File: config.mk
export PLATFORM = sky130hd
export DESIGN_NAME = seq_divider_flat
export DESIGN_NICKNAME = d
export VERILOG_FILES = /design/src/rtl/seq_divider_pkg.sv /design/src/rtl/seq_divider_if.sv /design/src/rtl/ripple_borrow_subtractor.sv /design/src/rtl/seq_divider.sv /design/src/flat_wrapper.sv
export SDC_FILE = /design/constraint.sdc
export NUM_CORES = 1
export LEC_CHECK = 0
export CAP_MARGIN = 20
export CORE_MARGIN = 2
export CORE_UTILIZATION = 51
export DETAILED_ROUTE_END_ITERATION = 10
export GPL_TIMING_DRIVEN = 0
export PLACE_DENSITY = 0.76
export RECOVER_POWER = 100
export SLEW_MARGIN = 40
export SYNTH_ARGS = -nofsm -noshare
export SYNTH_HDL_FRONTEND = slang
export SYNTH_SLANG_ARGS = --single-unit
export TNS_END_PERCENT = 20
File: constraint.sdc
create_clock -name clk -period 3.4 [get_ports clk]
set_clock_uncertainty 0.05 [all_clocks]
set_input_delay 0.51 -clock clk [delete_from_list [all_inputs] [get_ports clk]]
set_output_delay 0.51 -clock clk [all_outputs]
set_load 0.05 [all_outputs]
File: src/rtl/seq_divider_pkg.sv
// Shared types and constants for the sequential restoring divider.
package seq_divider_pkg;

  typedef enum logic [1:0] {
    IDLE = 2'd0,
    RUN  = 2'd1,
    DONE = 2'd2
  } state_t;

  // Iteration counter width for a given operand width.
  function automatic int unsigned cnt_width(input int unsigned w);
    return $clog2(w) + 1;
  endfunction

  localparam int unsigned DEFAULT_WIDTH = 4;
  localparam int unsigned DEFAULT_CNT_W = cnt_width(DEFAULT_WIDTH);

endpackage

File: src/rtl/seq_divider_if.sv
// Request/result bundle between a divider client and the divider.
interface seq_divider_if #(
  parameter int unsigned WIDTH = 4
);
  logic             start;
  logic [WIDTH-1:0] dividend;
  logic [WIDTH-1:0] divisor;
  logic             busy;
  logic             done;
  logic [WIDTH-1:0] quotient;
  logic [WIDTH-1:0] remainder;
  logic             dbz;

  modport master (
    output start, dividend, divisor,
    input  busy, done, quotient, remainder, dbz
  );

  modport slave (
    input  start, dividend, divisor,
    output busy, done, quotient, remainder, dbz
  );
endinterface

File: src/rtl/ripple_borrow_subtractor.sv
// N-bit combinational a-b built from a chain of full subtractors.
module ripple_borrow_subtractor #(
  parameter int unsigned N = 5
) (
  input  logic [N-1:0] a,
  input  logic [N-1:0] b,
  output logic [N-1:0] diff,
  output logic         borrow
);

  logic [N:0] br;

  assign br[0] = 1'b0;

  for (genvar i = 0; i < N; i++) begin : g_bit
    assign diff[i]  = a[i] ^ b[i] ^ br[i];
    assign br[i+1]  = (~a[i] & b[i]) | (~(a[i] ^ b[i]) & br[i]);
  end

  assign borrow = br[N];

endmodule

File: src/rtl/seq_divider.sv
// Restoring unsigned divider: one quotient bit per RUN cycle, MSB first.
module seq_divider
  import seq_divider_pkg::*;
#(
  parameter int unsigned WIDTH = 4
) (
  input  logic          clk,
  input  logic          rst,
  seq_divider_if.slave  bus
);

  localparam int unsigned XW    = WIDTH + 1;
  localparam int unsigned CNT_W = cnt_width(WIDTH);

  state_t           state;
  logic [XW-1:0]    pr;
  logic [WIDTH-1:0] dq;
  logic [WIDTH-1:0] dvs;
  logic [CNT_W-1:0] cnt;

  logic [XW-1:0]    shifted;
  logic [XW-1:0]    diff;
  logic             borrow;
  logic [XW-1:0]    pr_next;
  logic [WIDTH-1:0] dq_next;

  // Shift {partial remainder, dividend} left; top bit of pr is always zero here.
  assign shifted = XW'({pr, dq[WIDTH-1]});

  ripple_borrow_subtractor #(.N(XW)) u_sub (
    .a      (shifted),
    .b      ({1'b0, dvs}),
    .diff   (diff),
    .borrow (borrow)
  );

  assign pr_next = borrow ? shifted : diff;
  assign dq_next = {dq[WIDTH-2:0], ~borrow};

  always_ff @(posedge clk) begin
    if (rst) begin
      state         <= IDLE;
      pr            <= '0;
      dq            <= '0;
      dvs           <= '0;
      cnt           <= '0;
      bus.busy      <= 1'b0;
      bus.done      <= 1'b0;
      bus.quotient  <= '0;
      bus.remainder <= '0;
      bus.dbz       <= 1'b0;
    end else begin
      case (state)
        IDLE: begin
          bus.done <= 1'b0;
          if (bus.start) begin
            dq  <= bus.dividend;
            dvs <= bus.divisor;
            pr  <= '0;
            cnt <= CNT_W'(WIDTH - 1);
            if (bus.divisor == '0) begin
              state         <= DONE;
              bus.done      <= 1'b1;
              bus.quotient  <= '1;
              bus.remainder <= bus.dividend;
              bus.dbz       <= 1'b1;
            end else begin
              state    <= RUN;
              bus.busy <= 1'b1;
            end
          end
        end
        RUN: begin
          pr  <= pr_next;
          dq  <= dq_next;
          cnt <= cnt - CNT_W'(1);
          if (cnt == '0) begin
            state         <= DONE;
            bus.busy      <= 1'b0;
            bus.done      <= 1'b1;
            bus.quotient  <= dq_next;
            bus.remainder <= pr_next[WIDTH-1:0];
            bus.dbz       <= 1'b0;
          end
        end
        DONE: begin
          bus.done <= 1'b0;
          state    <= IDLE;
        end
        default: begin
          state    <= IDLE;
          bus.busy <= 1'b0;
          bus.done <= 1'b0;
        end
      endcase
    end
  end

endmodule

File: src/flat_wrapper.sv
// flat-port wrapper written by rule: the top's interface ports become plain ports
module seq_divider_flat import seq_divider_pkg::*;
#(
  parameter int unsigned WIDTH = 4
)
  (clk, rst, bus_start, bus_dividend, bus_divisor, bus_busy, bus_done, bus_quotient, bus_remainder, bus_dbz);
  seq_divider_if #(.WIDTH(WIDTH)) bus_i ();
  input  logic clk;
  input  logic rst;
  input wire logic [$bits(bus_i.start)-1:0] bus_start;
  input wire logic [$bits(bus_i.dividend)-1:0] bus_dividend;
  input wire logic [$bits(bus_i.divisor)-1:0] bus_divisor;
  output wire logic [$bits(bus_i.busy)-1:0] bus_busy;
  output wire logic [$bits(bus_i.done)-1:0] bus_done;
  output wire logic [$bits(bus_i.quotient)-1:0] bus_quotient;
  output wire logic [$bits(bus_i.remainder)-1:0] bus_remainder;
  output wire logic [$bits(bus_i.dbz)-1:0] bus_dbz;
  assign bus_i.start = bus_start;
  assign bus_i.dividend = bus_dividend;
  assign bus_i.divisor = bus_divisor;
  assign bus_busy = bus_i.busy;
  assign bus_done = bus_i.done;
  assign bus_quotient = bus_i.quotient;
  assign bus_remainder = bus_i.remainder;
  assign bus_dbz = bus_i.dbz;
  seq_divider #(.WIDTH(WIDTH)) u_core (.clk(clk), .rst(rst), .bus(bus_i));
endmodule
==> impl_results.rst <==
.. list-table::
   :header-rows: 1

   * - Metric
     - Value
   * - Min-delay worst type
     - flip-flop to flip-flop
   * - Proportion of synthesized chip area in sequential cells
     - roughly two fifths
   * - Maximum VDD drop
     - about 0.00027 V
   * - Number of ports placed on the die boundary
     - 22
   * - Cell at the root of the clock tree
     - clkbuf_4
   * - Yosys cell types
     - 33
   * - Critical path class
     - flip-flop to flip-flop
   * - Buffers on Ports
     - 21
   * - Leakage dissipation
     - 0.678 nW
   * - TNS Setup
     - 0 ps
   * - Die boundary width
     - 57.4 um
   * - Share of layout cells above drive strength 1
     - ~5.7%
   * - Final estimated routing congestion in global placement
     - between 0.8 and 0.9
   * - Maximum number of pins on one net before global-route repair
     - 15
   * - Net count after synthesis
     - between 150 and 200
   * - Number of cells after detailed placement
     - 202
   * - Number of antenna diodes
     - 0
   * - Die Outline Area
     - about 3300 um2
   * - Final wirelength
     - around 3.3 mm
   * - Final setup fails
     - 0
   * - Remaining global-route overflow
     - 0
   * - Clock sink count
     - 28
   * - Vias/cell
     - ~6
   * - Area share of the largest cell type after synthesis
     - between 30% and 40%
   * - Clock Latency Late Sink
     - 330 ps
   * - Crit-path slowest cell
     - fa_1
   * - Wire length of the first global-routing pass
     - roughly 5.7 mm
   * - Crit path capture type
     - flip-flop
   * - Crit path time final
     - between 2000 and 3000 ps
   * - Area of the placeable core
     - 2730 um2
   * - # nets final
     - just under 200
   * - # H-tree levels
     - 1
   * - Pins over their slew limit
     - 0
   * - Commonest non-fill, non-tap cell in the layout
     - dfxtp_1
   * - Number of cells in the finished layout apart from fillers
     - between 200 and 250
   * - Worst path top cell family by delay
     - adder cells
   * - Seq cells post-synth
     - 28
   * - Final Hold Vio Count
     - 0
   * - TritonCTS clock tree
     - yes
   * - Cell Chain, Critical Path
     - inv_1 > ha_1 > fa_1 > fa_1 > fa_1 > nor3b_1 > a211o_1 > a311oi_1
   * - Post-route DRC violation count
     - 0
   * - Launching element type of the critical path
     - flip-flop
   * - Number of global-route vias before repair
     - 1232
   * - Via Count
     - between 1000 and 1500
   * - Number of rows created at floorplan
     - 19
   * - Commonest non-fill, non-tap cells in the layout
     - dfxtp_1 (28), nor2_1 (17), a211oi_1 (16)
   * - Area growth, synth to finish
     - 16.1%
   * - Final core occ
     - approximately 60%
   * - Final cycle utilization of the critical path
     - 82.9%
   * - Unrepaired setup endpoints after global routing
     - false
   * - Initial DRT Pass Iterations
     - 4
   * - Largest buffer count on any clock path
     - 2
   * - Worst slew margin relative to its limit
     - 56.9%
   * - Critical Path Max Stage Delay
     - 470 ps
   * - Maxcap violations
     - 0
   * - Power per standard cell area
     - ~460 nW/um2
   * - GRT Util Overall
     - ~22%
   * - Post-CTS repair timing setup buffer count
     - 0
   * - Instance count of the mapped netlist
     - 150
   * - Number of resized instances in the post-cts repair step
     - 0
   * - Worst Path Arrival
     - approximately 3000 ps
   * - Top area cells in the synthesized netlist
     - dfxtp_1 (39%), a211oi_1 (8.3%), a211o_1 (4.8%)
   * - Cell area after synthesis
     - about 1500 um2
   * - Maximum fanout along the worst path
     - 6
   * - Top cell type by total area after synthesis
     - dfxtp_1
   * - Post-route cell area
     - 1690 um2
   * - Synthesized area per cell
     - ~9.7 um2
   * - Maximum clock frequency
     - ~350 MHz
   * - Placed inst area
     - 1700 um2
   * - Final HPWL from detailed placement
     - 2.48 mm
   * - Antenna violations before repair
     - 0
   * - Crit path top cell by count
     - fa_1
   * - Clock slew at reported path FFs
     - ~140 ps
   * - Initial standard-cell utilization of the core
     - 53.2%
   * - Number of warnings reported in the yosys synthesis log
     - 0
   * - Number of hold buffers added after cts
     - 0
   * - Least-Margin Pin Slew
     - about 650 ps
   * - Inserted Clock Buffers
     - 3
   * - DRT iter0 DRCs
     - 26
   * - Number of nets with antenna violations after routing
     - 0
   * - Chip height
     - 57.4 um
   * - Buffering stage count on the worst path with inverters included
     - 1
   * - Run status
     - finished clean
   * - Required time at the worst-slack endpoint
     - roughly 3600 ps
   * - Routed WL per cell
     - around 16 um
==> state kept, by name (all words and copies together), names as in the netlist <==
| signal | count |
|---|---|
| u_core.bus.busy | 1 |
| u_core.bus.remainder | 4 |
| u_core.dq | 4 |
| u_core.bus.quotient | 4 |
| u_core.bus.done | 1 |
| u_core.bus.dbz | 1 |
| u_core.state | 2 |
| u_core.dvs | 4 |
| u_core.cnt | 3 |
| u_core.pr | 4 |
==> cells in the mapped netlist (all sizes together) <==
| cell | count |
|---|---|
| nor4 | 1 |
| nor2 | 17 |
| ha | 3 |
| o211ai | 1 |
| a211oi | 16 |
| clkbuf | 2 |
| nand2b | 3 |
| nand3b | 3 |
| nor2b | 6 |
| a311oi | 4 |
| nor4bb | 1 |
| fa | 3 |
| dfxtp | 28 |
| nand2 | 1 |
| nand4bb | 1 |
| a21oi | 7 |
| o211a | 1 |
| o21bai | 1 |
| buf | 7 |
| inv | 12 |
| mux2i | 7 |
| o32a | 1 |
| a211o | 8 |
| a221oi | 1 |
| nor3b | 6 |
| o21ba | 1 |
| o21ai | 7 |
| or4bb | 1 |
==> final timing paths <==
kind / slack (ps) / from / cells after the start / end
min reg2reg: 410 / u_core.bus.quotient[3]$_SDFFE_PP0P_ / 2 / u_core.bus.quotient[3]$_SDFFE_PP0P_
max reg2reg: 580 / u_core.dq[3]$_SDFFE_PP0P_ / 8 / u_core.bus.remainder[1]$_SDFFE_PP0P_
max: 580 / u_core.dq[3]$_SDFFE_PP0P_ / 8 / u_core.bus.remainder[1]$_SDFFE_PP0P_
min: 410 / u_core.bus.quotient[3]$_SDFFE_PP0P_ / 2 / u_core.bus.quotient[3]$_SDFFE_PP0P_
==> power breakdown <==
part,internal (mW),leakage (nW),total [mW],switching (mW)
clock network,0.0417,0.0138,0.137,0.0949
logic,0.104,0.434,0.252,0.148
registers,0.362,0.230,0.389,0.0271
total,0.507,0.678,0.777,0.270
==> cell type report <==
type | instances | area (um2)
flip-flops and latches | 28 | 561
fillers | 243 | 1040
plain buffers | 9 | 47.5
multi-input cells | 101 | 764
clock buffers | 3 | 22.5
repair buffers | 21 | 210
inverters | 12 | 45.0
well taps | 31 | 38.8
==> per-layer routing <==
| layer | GRT usage (%) | vias to the layer above | routed length [um] |
|---|---|---|---|
| li1 | - | 606 | - |
| met1 | 28.9 | 574 | 1630 |
| met2 | 36.0 | 21 | 1530 |
| met3 | 3.40 | 5 | 78 |
| met4 | 11.0 | 0 | 57 |
| met5 | 0 | - | 0 |
==> through the flow <==
step | power, mW | hold WS, ps | setup WS (ps)
6_report | 0.777 | 410 | 581
4_1_cts | 0.794 | 420 | 600
2_1_floorplan | 0.579 | 387 | 902
5_1_grt | 0.818 | 436 | 470
3_5_place_dp | 0.660 | 398 | 641
3_3_place_gp | 0.650 | 390 | 711
==> cells by family (layout without fill, tap and decap cells) <==
kind of cell / count (synthesis) / count (layout) / share of synthesized area (%)
AOI/OAI and AO/OA: 48 / 48 / 24.2
adders and majority gates: 6 / 6 / 6.71
buffers and inverters: 21 / 45 / 7.48
DFF: 28 / 28 / 38.5
muxes: 7 / 7 / 4.82
and+or+nand+nor: 40 / 40 / 18.2
==> tightest hold or removal path, delay by kind of cell, from the launching register on <==
family / cells / cell delay [ps]
AOI/OAI and AO/OA: 1 / 50
buffers and inverters: 1 / 50
DFF: 1 / 330
(Power assumes the default switching activity.)
